`src/rtl/button_gesture.sv`:
```
// Gesture classifier: turns a debounced button level into click / double-click / long-press pulses.
// Optional feature macro: GESTURE_DOUBLE_EN enables the release gap window and double-click detection.
module button_gesture #(
  parameter int LONG_LIMIT = 12500000,
  parameter int GAP_LIMIT  = 6250000
) (
  input  logic clock,
  input  logic reset,
  input  logic in_0,
  output logic click_0,
  output logic double_0,
  output logic long_0,
  output logic busy_0
);

  localparam int MAX_LIMIT = (LONG_LIMIT > GAP_LIMIT) ? LONG_LIMIT : GAP_LIMIT;
  localparam int CW        = $clog2(MAX_LIMIT + 1);
  localparam logic [CW-1:0] LONG_LAST = CW'(LONG_LIMIT - 1);

`ifdef GESTURE_DOUBLE_EN
  localparam logic [CW-1:0] GAP_LAST = CW'(GAP_LIMIT - 1);

  typedef enum logic [2:0] {
    IDLE,
    PRESS1,
    WAIT_GAP,
    PRESS2,
    LONG_HELD
  } state_t;
`else
  typedef enum logic [1:0] {
    IDLE,
    PRESS1,
    LONG_HELD
  } state_t;
`endif

  state_t        state, next_state;
  logic [CW-1:0] count, next_count;
  logic          prev;
  logic          next_click, next_double, next_long;

  always_comb begin
    next_state  = state;
    next_count  = count;
    next_click  = 1'b0;
    next_double = 1'b0;
    next_long   = 1'b0;
    case (state)
      IDLE: begin
        if (in_0 && !prev) begin
          next_state = PRESS1;
          next_count = '0;
        end
      end
      PRESS1: begin
        if (in_0) begin
          if (count == LONG_LAST) begin
            next_long  = 1'b1;
            next_state = LONG_HELD;
            next_count = '0;
          end else begin
            next_count = count + 1'b1;
          end
        end else begin
`ifdef GESTURE_DOUBLE_EN
          next_state = WAIT_GAP;
          next_count = '0;
`else
          next_click = 1'b1;
          next_state = IDLE;
          next_count = '0;
`endif
        end
      end
`ifdef GESTURE_DOUBLE_EN
      // The gap timeout wins over a press landing on the very last gap cycle,
      // so the double-click window is strictly r+1 .. r+GAP_LIMIT-1.
      WAIT_GAP: begin
        if (count == GAP_LAST) begin
          next_click = 1'b1;
          next_state = IDLE;
          next_count = '0;
        end else if (in_0) begin
          next_state = PRESS2;
          next_count = '0;
        end else begin
          next_count = count + 1'b1;
        end
      end
      PRESS2: begin
        if (!in_0) begin
          next_double = 1'b1;
          next_state  = IDLE;
          next_count  = '0;
        end
      end
`endif
      LONG_HELD: begin
        if (!in_0) begin
          next_state = IDLE;
          next_count = '0;
        end
      end
      default: begin
        next_state = IDLE;
        next_count = '0;
      end
    endcase
  end

  // prev resets high so a button held through reset must be released first.
  always_ff @(posedge clock) begin
    if (reset) begin
      state   <= IDLE;
      count   <= '0;
      prev    <= 1'b1;
      click_0 <= 1'b0;
      long_0  <= 1'b0;
      busy_0  <= 1'b0;
    end else begin
      state   <= next_state;
      count   <= next_count;
      prev    <= in_0;
      click_0 <= next_click;
      long_0  <= next_long;
      busy_0  <= (next_state != IDLE);
    end
  end

`ifdef GESTURE_DOUBLE_EN
  always_ff @(posedge clock) begin
    if (reset) begin
      double_0 <= 1'b0;
    end else begin
      double_0 <= next_double;
    end
  end
`else
  assign double_0 = 1'b0;
`endif

endmodule

```
`config.mk`:
```
export PLATFORM = sky130hd
export DESIGN_NAME = button_gesture
export DESIGN_NICKNAME = d
export VERILOG_FILES = /design/src/rtl/button_gesture.sv
export SDC_FILE = /design/constraint.sdc
export NUM_CORES = 1
export LEC_CHECK = 0
export BUFFER_PORTS_ARGS = -buffer_cell sky130_fd_sc_hd__buf_2
export CAP_MARGIN = 15
export CORE_MARGIN = 2
export CORE_UTILIZATION = 61
export CTS_BUF_LIST = sky130_fd_sc_hd__clkbuf_8
export DETAILED_ROUTE_END_ITERATION = 7
export PLACE_DENSITY = 0.83
export SETUP_SLACK_MARGIN = 0.05
export SKIP_LAST_GASP = 1
export SYNTH_ARGS = -nofsm -noshare
export SYNTH_HDL_FRONTEND = slang
export SYNTH_SLANG_ARGS = --single-unit
```
`constraint.sdc`:
```
create_clock -name clock -period 2.2 [get_ports clock]
set_clock_uncertainty 0.05 [all_clocks]
set_input_delay 0.22 -clock clock [delete_from_list [all_inputs] [get_ports clock]]
set_output_delay 0.22 -clock clock [all_outputs]
set_load 0.02 [all_outputs]
```
======== Yosys cells after proc, flatten, opt, wreduce, memory -nomap -nowiden ========
Index checks and enable logic that the tools add are counted.
storage, ports and cells
  bits of input ports ..................... 3
  bits in registers ....................... 30
cells by class
  multiplexer cells ....................... 12
  reductions and logical operators ........ 7
  add/subtract/negate cells ............... 1
  eq/ne operators ......................... 5
  bitwise logic cells ..................... 2
operators by type and width
  kind                     number
  $mux W24                 4
  $pmux W24 S3             1
  $add A24 B1 Y24 const B  1
  $eq A24 B24 Y1 const B   1
  $mux W2                  4
  $pmux W2 S3              1
  $ne A2 B2 Y1 const B     2
  $reduce_or A3 Y1         1
  $eq A2 B1 Y1 const B     1
  $eq A2 B2 Y1 const B     1
  $logic_not A2 Y1         1
  $mux W1                  2
  $not A1 Y1               2
  $reduce_and A2 Y1        1
  $reduce_bool A2 Y1       1
  $reduce_or A2 Y1         1
  $logic_and A1 B1 Y1      1
  $logic_not A1 Y1         1

======== Logic depth before layout (Yosys ltp) ========
Gate-level depths: netlist of run 1.
  depth in word-level cells ............... 5
  gate-level depth with buffers ........... 8
  gate-level depth less buffers ........... 6

======== Worst setup path after synthesis of run 1 ========
Ideal clock, no wire load.
  path type ............................... reg-to-reg
  start point ............................. register count[0]
  end point ............................... register count[23]
  path buffers ............................ 2
  cell stages (with the launch flop) ...... 9
  clock period less this slack ............ 1,714 ps
  arrival ................................. 1,550 ps
  path slack .............................. 486 ps
  path through ............................ dfxtp_1 -> ha_1 -> and4_1 -> nand4_1 -> o211ai_2 -> a21o_1 -> buf_6 -> buf_8 -> nor2_1
between the ends
  longest elaborated chain between the ends .. 4
  elaborated cells on any way between the ends .. 5
  classes of those cells .................. add/sub: 1; eq/ne: 1; mux: 3
ends and longest elaborated chain
  element                                                   RTL line  source
  start: declaration                                        39        logic [CW-1:0] count, next_count;
  start signal: assignment                                  123       count <= next_count;
  $add A24 B1 Y24 / $eq A24 B24 Y1 (equally long branches)  63, 58
  $mux W24 *                                                58        if (count == LONG_LAST) begin
  $mux W24 *                                                57        if (in_0) begin
  $pmux W24 S3 *                                            49        case (state)
Every way passes the cells marked *; elsewhere a longest branch is shown, timed or not.
A chain may end at the register's enable or synchronous reset.

======== Worst setup path in the final report of run 1 ========
  start point ............................. register count[0]
  end point ............................... register count[11]
The elaborated chain is that of the path after synthesis.

==> results of run 1 <==
## sequential cells by signal, indices dropped and copies added, names as in the netlist
signal   count
busy_0       1
click_0      1
long_0       1
count       24
prev         1
state        2
## kinds of logic (layout without fill, tap and decap cells)
logic type,Yosys count,in the layout,synth area share
AOI/OAI and AO/OA,22,22,0.114
DFF,30,30,0.394
muxes,1,1,0.00739
xor gates and xnor gates,17,17,0.0977
and+or+nand+nor,82,82,0.328
buffers and inverters,13,22,0.0476
adders and majority gates,1,1,0.00821
other,1,1,0.00246
## worst min path at each step
stage	start	endpoint	slack, ps	depth (start not counted)
6_report	in_0	click_0	120	2
5_1_grt	in_0	click_0	130	2
4_1_cts	in_0	click_0	120	2
3_3_place_gp	in_0	click_0	400	2
3_5_place_dp	in_0	click_0	420	2
2_1_floorplan	in_0	click_0	250	1
## report_power, final
part / internal (W) / switching, W / total [W]
Clock: 0.000247 / 0.000200 / 0.000447
Sequential: 0.000546 / 0.00000422 / 0.000550
Combinational: 0.0000132 / 0.0000250 / 0.0000382
## stage by stage
stage                     std cells  cell area [µm²]
after floorplan                 167             1520
after global placement          198             1560
after detailed placement        198             1560
after CTS                       206             1650
after global routing            206             1650
final                           206             1650
## layout by cell type (no fill, tap or decap), types with 2 or more instances in the layout
cell | Yosys | layout
a211oi_1 | 2 | 2
a21o_1 | 4 | 4
a21oi_1 | 3 | 3
and4_1 | 2 | 2
buf_2 | 1 | 5
buf_4 | 1 | 2
clkbuf_8 | 0 | 6
dfxtp_1 | 30 | 30
inv_1 | 7 | 8
nand2_1 | 9 | 9
nand3_1 | 6 | 6
nand4_1 | 2 | 2
nand4_4 | 3 | 3
nor2_1 | 26 | 26
nor3_1 | 10 | 10
nor4_1 | 6 | 6
nor4b_1 | 2 | 2
o21ai_0 | 5 | 5
o31ai_1 | 2 | 2
or2b_1 | 2 | 2
xnor2_1 | 17 | 17
## layer usage
metal  GRT usage  wire length (µm)  up-vias
met1       0.290              1280      557
met2       0.378              1420       24
met3      0.0944               116        7
met4      0.0875                61        0
met5           0                 0        -
li1            -                 -      605
## cell type report
cell class | count | share of cell area
multi-input cells | 124 | 0.517
well taps | 30 | 0.0228
flip-flops and latches | 30 | 0.365
clock inverters | 2 | 0.00532
repair buffers | 7 | 0.0243
clock buffers | 6 | 0.0502
inverters | 7 | 0.0160
## critical path, cell delays in order (launching register included)
cell and delay [ps]:
dfxtp_1 370, ha_1 250, and4_1 210, nand4_1 210
o211ai_2 250, a21o_1 140, buf_4 220, nor2_1 80
==> reports/qor.csv, run 1 <==
stage;metric;value;unit
logic_synthesis;synth.distinct_cells;46;
placed_design;io_buffer_count;5;
sta;worst-slew-pin-transition;539;ps
clock_tree;cts_post_setup_buffers_inserted;0;
placed_design;globalplace.congestion;0.801;
pwr;static_power_due_to_leakage;0.602;nW
cells_and_area;nets_finish;179;
sta;timing.final.setup_violations;0;
pwr;totalPowerFinal;0.00104;W
logic_synthesis;synthesis.instances;167;
grt;first_global_vias;1059;
clock_tree;post_cts_resized;0;
route;drt_first_pass_iters;4;
logic_synthesis;synth.yosys.seq_area_share;0.394;
run_status;run_status;complete, no violations;
sta;hold-worst-slack;125;ps
clock_tree;tritoncts;done;
logic_synthesis;ys_ff_latch;30;
logic_synthesis;synthArstFlopShare;0;
clock_tree;ctsHtreeMaxLevel;2;
pwr;peak_supply_drop;533;µV
grt;grt_pass1_wl;4830;µm
route;drt.antenna.violating_nets;0;
die;initial_core_utilization;0.627;
route;drcViolationCount;0;
clock_tree;cts-root-buf;clkbuf_8;
logic_synthesis;synthDominantAreaCellType;dfxtp_1;
sta;final_max_slew_viol_count;0;
sta;post-route-min-period;1900;ps
cells_and_area;post_route_cells_drive_above_1_share;0.153;
route;drt_iter0_markers;28;
critical_path;setup.worst_path.end_class;flip-flop;
sta;post-route-period-util;0.866;
logic_synthesis;synth_common_cells;dfxtp_1 (30), nor2_1 (26), xnor2_1 (17);
logic_synthesis;synth_edf_count;0;
sta;final_hold_viol_count;0;
cells_and_area;final.fill_count;199;
clock_tree;clk_transition_reported_paths;60;ps
clock_tree;clk_latency;290;ps
logic_synthesis;yosys_warnings;0;
grt;grt_use_total;0.238;
die;io-pin-count;7;
critical_path;worstPathArrival;2020;ps
grt;antenna_found_initial;0;
die;num_rows;18;
clock_tree;cts_hold_repair.buffers;0;
sta;setup_total_negative_slack;0;ps
sta;rsz_0062_raised_after_global_routing;no;
cells_and_area;antenna_cells_inserted;0;
logic_synthesis;most_numerous_cell_in_the_yosys_netlist;dfxtp_1;
critical_path;timing.critical_path.to;count[11];
logic_synthesis;total_nets_after_synthesis;171;
min_path;worstHoldPathType;input pin to flip-flop;
route;vias_per_cell;5.79;
placed_design;place.detailed.hpwl;2030;µm
run;drv.max_cap_violation_count;0;
critical_path;critPathKind;flip-flop to flip-flop;
route;dr_vias;1193;
die;fp.dieArea;2910;µm²
grt;overflow;0;
clock_tree;clock_buffer_count_from_cts;5;
critical_path;r2r_end;count[11];
route;routed_wl;2880;µm
critical_path;critPathLaunch;count[0];
clock_tree;cts_max_path_buffers;2;
placed_design;place_worst_setup_slack;301;ps
cells_and_area;area_of_combinational_cells_with_multiple_inputs;851;µm²
die;die_width;54.0;µm
logic_synthesis;syn_avg_cell_area;9.13;µm²
logic_synthesis;syn-cell-area;1520;µm²
critical_path;rr_worst_depth;7;
logic_synthesis;synth_flop_cell;dfxtp_1;
cells_and_area;flow.area_growth_from_synthesis;8.05;%
grt;pin_count_of_the_biggest_net_entering_global_routing;19;
clock_tree;cts_num_sinks;30;
logic_synthesis;post_synth_main_area_contributors;dfxtp_1 (39%), xnor2_1 (9.8%), nor2_1 (6.4%), nand4_4 (4.2%), nor3_1 (3.3%);
route;routedWlPerCell;14.0;µm
critical_path;cp-start-kind;flip-flop;
critical_path;critical_path.max_fanout;18;
sta;final_critical_path_setup_slack;296;ps
logic_synthesis;area_share_of_the_largest_cell_type_after_synthesis;0.394;
pwr;power-per-cell-area;629;nW/µm²
die;floorplan.die.height;54.0;µm
sta;max_freq;525;MHz
cells_and_area;regArea;601;µm²
critical_path;reg2reg_slack;300;ps
die;core_area;2430;µm²
critical_path;crit_required;2320;ps
critical_path;r2r_startpoint;count[0];
sta;max_slew_margin;0.640;
cells_and_area;finalCoreUtilization;0.677;
(Power assumes the default switching activity.)
==> run 2, diff against run 1 <==
--- a/config.mk
+++ b/config.mk
@@ -5,6 +5,7 @@
 export SDC_FILE = /design/constraint.sdc
 export NUM_CORES = 1
 export LEC_CHECK = 0
+export ABC_AREA = 1
 export BUFFER_PORTS_ARGS = -buffer_cell sky130_fd_sc_hd__buf_2
 export CAP_MARGIN = 15
 export CORE_MARGIN = 2
==> run 2 against run 1 <==
Compared with the run above: power up 3.2%; routed wire length increased by 10%; sequential power about the same; sequential share of layout area fell by 6.5 points; combinational power grew 84%; first-iteration DRC count grew 75%; critical path depth is 1 higher; clock power hardly changed; global-route usage decreased by 2.4 points; synthesized cell count increased by 44%; worst setup slack improved by 290 ps; critical endpoint is now count[15]; largest cell class unchanged.
==> reports/qor.csv, run 2 <==
stage;metric;value;unit
run_status;run_status;complete, no violations;
critical_path;family_with_the_most_delay_on_the_worst_path;simple AND/OR/NAND/NOR gates;
sta;timing.final.setup_violations;0;
grt;grt_use_total;0.214;
sta;hold-worst-slack;51.8;ps
placed_design;place.detailed.hpwl;2460;µm
die;fp.dieArea;3560;µm²
placed_design;io_buffer_count;5;
critical_path;reg2reg_slack;580;ps
logic_synthesis;synth.distinct_cells;28;
cells_and_area;most-common-layout-cells;nand2_1 (53), dfxtp_1 (30), nor2_4 (24), inv_1 (23);
clock_tree;cts_num_sinks;30;
critical_path;worstPathArrival;1730;ps
clock_tree;clk_latency;280;ps
grt;antenna_found_initial;0;
sta;final_max_slew_viol_count;0;
logic_synthesis;synth_edf_count;0;
logic_synthesis;synthDominantAreaCellType;dfxtp_1;
die;core_area;3000;µm²
logic_synthesis;post_synth_main_area_contributors;dfxtp_1 (32%), nor2_4 (14%), nand2_1 (11%), nor2_2 (5.0%), nand3_1 (4.8%);
grt;overflow;0;
grt;pin_count_of_the_biggest_net_entering_global_routing;25;
die;num_rows;20;
die;floorplan.die.height;59.7;µm
clock_tree;cts_post_setup_buffers_inserted;0;
cells_and_area;max_reg_flops;24;
cells_and_area;final_common_cell;nand2_1;
cells_and_area;nets_finish;253;
clock_tree;cts_max_path_buffers;2;
critical_path;slowest_stage;dfxtp_1;
cells_and_area;antenna_cells_inserted;0;
critical_path;critical_path.max_fanout;24;
sta;post-route-period-util;0.735;
logic_synthesis;synthesis.instances;240;
route;drcViolationCount;0;
clock_tree;post_cts_resized;0;
clock_tree;ctsHtreeMaxLevel;2;
sta;post-route-min-period;1620;ps
logic_synthesis;syn_avg_cell_area;7.88;µm²
pwr;static_power_due_to_leakage;0.738;nW
route;dr_vias;1426;
placed_design;globalplace.congestion;0.850;
sta;setup_total_negative_slack;0;ps
cells_and_area;post_route_cells_drive_above_1_share;0.312;
logic_synthesis;most_numerous_cell_in_the_yosys_netlist;nand2_1;
route;routedWlPerCell;11.2;µm
logic_synthesis;total_nets_after_synthesis;244;
logic_synthesis;synth_common_cells;nand2_1 (53), dfxtp_1 (30), nor2_4 (24);
clock_tree;cts_hold_repair.buffers;0;
clock_tree;tritoncts;done;
logic_synthesis;ys_ff_latch;30;
cells_and_area;flow.area_growth_from_synthesis;5.82;%
die;initial_core_utilization;0.630;
clock_tree;cts-root-buf;clkbuf_8;
min_path;worstHoldPathType;input pin to flip-flop;
critical_path;worstPathCellList;ha_1 > nand3_1 > nor2_4 > nand3_2 > nand2_2 > nand2_4 > nand2_8 > nor2_1;
logic_synthesis;synthArstFlopShare;0;
cells_and_area;fin_cells;283;
critical_path;worstPathBufferInverterCount;0;
die;io-pin-count;7;
critical_path;crit_required;2310;ps
critical_path;critical_path.max_stage_delay;370;ps
critical_path;setup.worst_path.end_class;flip-flop;
clock_tree;clk_transition_reported_paths;60;ps
logic_synthesis;synth.yosys.seq_area_share;0.317;
logic_synthesis;syn-cell-area;1890;µm²
clock_tree;clock_buffer_count_from_cts;5;
route;drt.antenna.violating_nets;0;
run;drv.max_cap_violation_count;0;
sta;max_freq;618;MHz
sta;final_hold_viol_count;0;
critical_path;critPathKind;flip-flop to flip-flop;
route;drt_first_pass_iters;4;
logic_synthesis;area_share_of_the_largest_cell_type_after_synthesis;0.317;
logic_synthesis;synth_flop_cell;dfxtp_1;
logic_synthesis;yosys_warnings;0;
placed_design;post-place-cells;275;
pwr;power-per-cell-area;534;nW/µm²
die;die_width;59.7;µm
sta;rsz_0062_raised_after_global_routing;no;
cells_and_area;layout_top_registers;count (24), state (2);
cells_and_area;max_flop_register;count;
pwr;peak_supply_drop;396;µV
route;routed_wl;3160;µm
route;drt_iter0_markers;49;
critical_path;cp-start-kind;flip-flop;
grt;grt_pass1_wl;5680;µm
grt;first_global_vias;1372;
route;vias_per_cell;5.04;
run 2: cell type report:
| class | instances | area [µm²] |
|---|---|---|
| clock buffers | 6 | 82.6 |
| fillers | 244 | 1000 |
| inverters | 30 | 116 |
| repair buffers | 5 | 25.0 |
| clock inverters | 2 | 8.76 |
| multi-input cells | 177 | 1130 |
| flip-flops and latches | 30 | 601 |
| well taps | 33 | 41.3 |
run 2: power breakdown:
part	internal, W	leakage (nW)	switching [W]
registers	0.000548	0.242	0.00000256
logic	0.0000159	0.443	0.0000545
clock network	0.000247	0.0524	0.000202
run 2: through the flow:
step	total power [W]	worst slack (ps)	cell area [µm²]	utilization
3_3_place_gp	0.000632	658	1910	0.636
6_report	0.00107	583	2000	0.667
5_1_grt	0.00112	444	2000	0.667
3_5_place_dp	0.000634	589	1910	0.636
4_1_cts	0.00108	572	2000	0.667
2_1_floorplan	0.000634	764	1890	-
run 2: cells by family after synthesis:
group / synth area share
simple gates: 0.520
buf+inv: 0.0866
xor+xnor: 0.0556
flops: 0.317
compound gates: 0.0119
other cells: 0.00198
fa+ha+maj: 0.00661
run 2: routing by layer:
metal,part of all wire,vias to the layer above,wire length [µm],track usage
met5,0,-,0,0
met4,0.021,0,68,0.0857
met3,0.033,9,103,0.0779
met2,0.49,17,1540,0.356
met1,0.46,646,1450,0.249
li1,-,754,-,-
run 2: final timing paths:
| check | startpoint | to | cells after the start |
|---|---|---|---|
| worst max register to register | count[0] | count[15] | 8 |
| worst min register to register | count[23] | count[23] | 3 |
| worst min-delay path | reset | long_0 | 2 |
| worst max-delay path | count[0] | count[15] | 8 |
==> run 3, diff against run 2 <==
==> constraint.sdc (replaced) <==
create_clock -name clock -period 1.5 [get_ports clock]
set_clock_uncertainty 0.05 [all_clocks]
set_input_delay 0.15 -clock clock [delete_from_list [all_inputs] [get_ports clock]]
set_output_delay 0.15 -clock clock [all_outputs]
set_load 0.02 [all_outputs]
==> run 3 against run 2 <==
Compared with the run above: power increased by 49%; maximum frequency rose by 9.7%; sequential share of layout area decreased by 3.3 points; register-to-register slack worse by 560 ps; critical path depth unchanged; first-iteration DRC count down 10%; final cell count up 6.0%; non-clock buffer count rose by 17; clock-buffer cell count down 1; final area is 17% higher; via count up 9.7%; critical path type unchanged; critical endpoint is now count[14].
==> reports/qor.csv, run 3 (synthesis gave the netlist of run 2 again) <==
stage;metric;value;unit
run;drv.max_cap_violation_count;0;
placed_design;io_buffer_count;5;
clock_tree;cts-root-buf;clkbuf_8;
cells_and_area;nets_finish;271;
critical_path;rr_worst_depth;8;
pwr;totalPowerFinal;0.00159;W
cells_and_area;flow.area_growth_from_synthesis;23.7;%
grt;first_global_vias;1521;
placed_design;globalplace.congestion;0.864;
cells_and_area;finalInstanceArea;2340;µm²
cells_and_area;area_of_combinational_cells_with_multiple_inputs;1260;µm²
grt;overflow;0;
pwr;static_power_due_to_leakage;0.877;nW
route;dr_vias;1564;
pwr;power-per-cell-area;681;nW/µm²
cells_and_area;antenna_cells_inserted;0;
grt;grt_pass1_wl;6450;µm
sta;post-route-min-period;1470;ps
die;fp.dieArea;3560;µm²
cells_and_area;most-common-layout-cells;nand2_1 (47), nor2_4 (29), inv_1 (21);
placed_design;place.detailed.hpwl;2640;µm
critical_path;critPathKind;flip-flop to flip-flop;
route;vias_per_cell;5.21;
clock_tree;clock_buffer_count_from_cts;5;
critical_path;timing.critical_path.to;count[14];
min_path;worstHoldPathType;input pin to flip-flop;
critical_path;setup.worst_path.end_class;flip-flop;
clock_tree;cts_num_sinks;30;
die;die_width;59.7;µm
sta;timing.final.setup_violations;0;
cells_and_area;final_common_cell;nand2_1;
grt;global_route.usage.met2;0.429;
grt;global_route.peak_usage_layer;met2;
clock_tree;clk_transition_reported_paths;70;ps
grt;groute.layer.met3.usage;0.0649;
route;drt.antenna.violating_nets;0;
grt;grt_use_total;0.250;
clock_tree;cts_max_path_buffers;2;
critical_path;r2r_startpoint;count[1];
cells_and_area;regArea;624;µm²
pwr;peak_supply_drop;518;µV
die;num_rows;20;
route;drt_first_pass_iters;4;
critical_path;cp-start-kind;flip-flop;
clock_tree;tritoncts;done;
clock_tree;ctsHtreeMaxLevel;2;
cells_and_area;layout_top_registers;count (24), state (2);
route;drcViolationCount;0;
cells_and_area;post_route_cells_drive_above_1_share;0.491;
route;routed_wl;4140;µm
critical_path;critical_path.max_fanout;4;
placed_design;post_dp_cell_area;2000;µm²
die;floorplan.die.height;59.7;µm
sta;rsz_0062_raised_after_global_routing;yes;
die;io-pin-count;7;
route;routedWlPerCell;13.8;µm
cells_and_area;final.fill_count;206;
sta;final_hold_viol_count;0;
die;core_area;3000;µm²
clock_tree;clk_latency;290;ps
die;initial_core_utilization;0.630;
critical_path;reg2reg_slack;30;ps
grt;grtUsageMet1;0.282;
critical_path;crit_required;1640;ps
grt;pin_count_of_the_biggest_net_entering_global_routing;11;
critical_path;r2r_end;count[14];
route;drt_iter0_markers;44;
grt;antenna_found_initial;0;
cells_and_area;max_reg_flops;24;
sta;final_max_slew_viol_count;0;
run_status;run_status;complete, no violations;
critical_path;worstPathArrival;1610;ps
critical_path;critPathLaunch;count[1];
sta;post-route-period-util;0.983;
sta;max_freq;678;MHz
cells_and_area;max_flop_register;count;
-- run 3: report_power, final --
group | leakage [nW] | total, W | internal [W] | switching (W)
Sequential | 0.251 | 0.000806 | 0.000802 | 0.00000391
Clock | 0.0438 | 0.000619 | 0.000310 | 0.000308
Combinational | 0.582 | 0.000170 | 0.0000689 | 0.000101
Total | 0.877 | 0.00159 | 0.00118 | 0.000413
-- run 3: through the flow --
stage	hold slack [ps]	setup slack, ps	std cells	utilization	TNS [ps]
after global routing	134	-39.6	300	0.779	-243
final	107	25.2	300	0.779	0
after detailed placement	282	-21.2	284	0.667	-99.3
after CTS	102	26.4	295	0.732	0
after global placement	281	37.7	284	0.667	0
after floorplan	172	63.8	240	-	0
-- run 3: worst min-delay path by stage --
stage	endpoint	depth (start not counted)	slack, ps	start
final	prev	3	110	in_0
after global routing	prev	3	130	in_0
after CTS	prev	3	100	in_0
after detailed placement	long_0	2	280	reset
after global placement	long_0	2	280	reset
after floorplan	long_0	1	170	reset
-- run 3: layout make-up --
type / instances / area share
multi-input combinational: 178 / 0.537
sequential: 30 / 0.267
timing repair buffer: 22 / 0.0941
inverter: 30 / 0.0508
clock buffer: 5 / 0.0294
tap: 33 / 0.0176
clock inverter: 2 / 0.00428
-- run 3: what timing repair did --
action / 4_1_cts / 5_1_grt
cloned: 2 / 1
gates resized for setup: 11 / 37
buffers inserted: 1 / 4
hold buffers: 1 / 0
endpoints found under the setup margin: 24 / 25
pin swaps: 3 / 22
hold endpoints to repair: 1 / 0
-- run 3: layer usage --
layer / part of all wire / wire, µm
met1: 0.41 / 1680
met2: 0.53 / 2180
met3: 0.032 / 132
met4: 0.036 / 149
met5: 0 / 0
-- run 3: worst max-delay path: stages, from the launching register on --
cell	delay (ps)
dfxtp_2	360
ha_4	170
inv_4	40
nor2_4	150
nand2_2	90
nor2_4	160
nand2_2	100
xor2_2	220
nor2_4	30
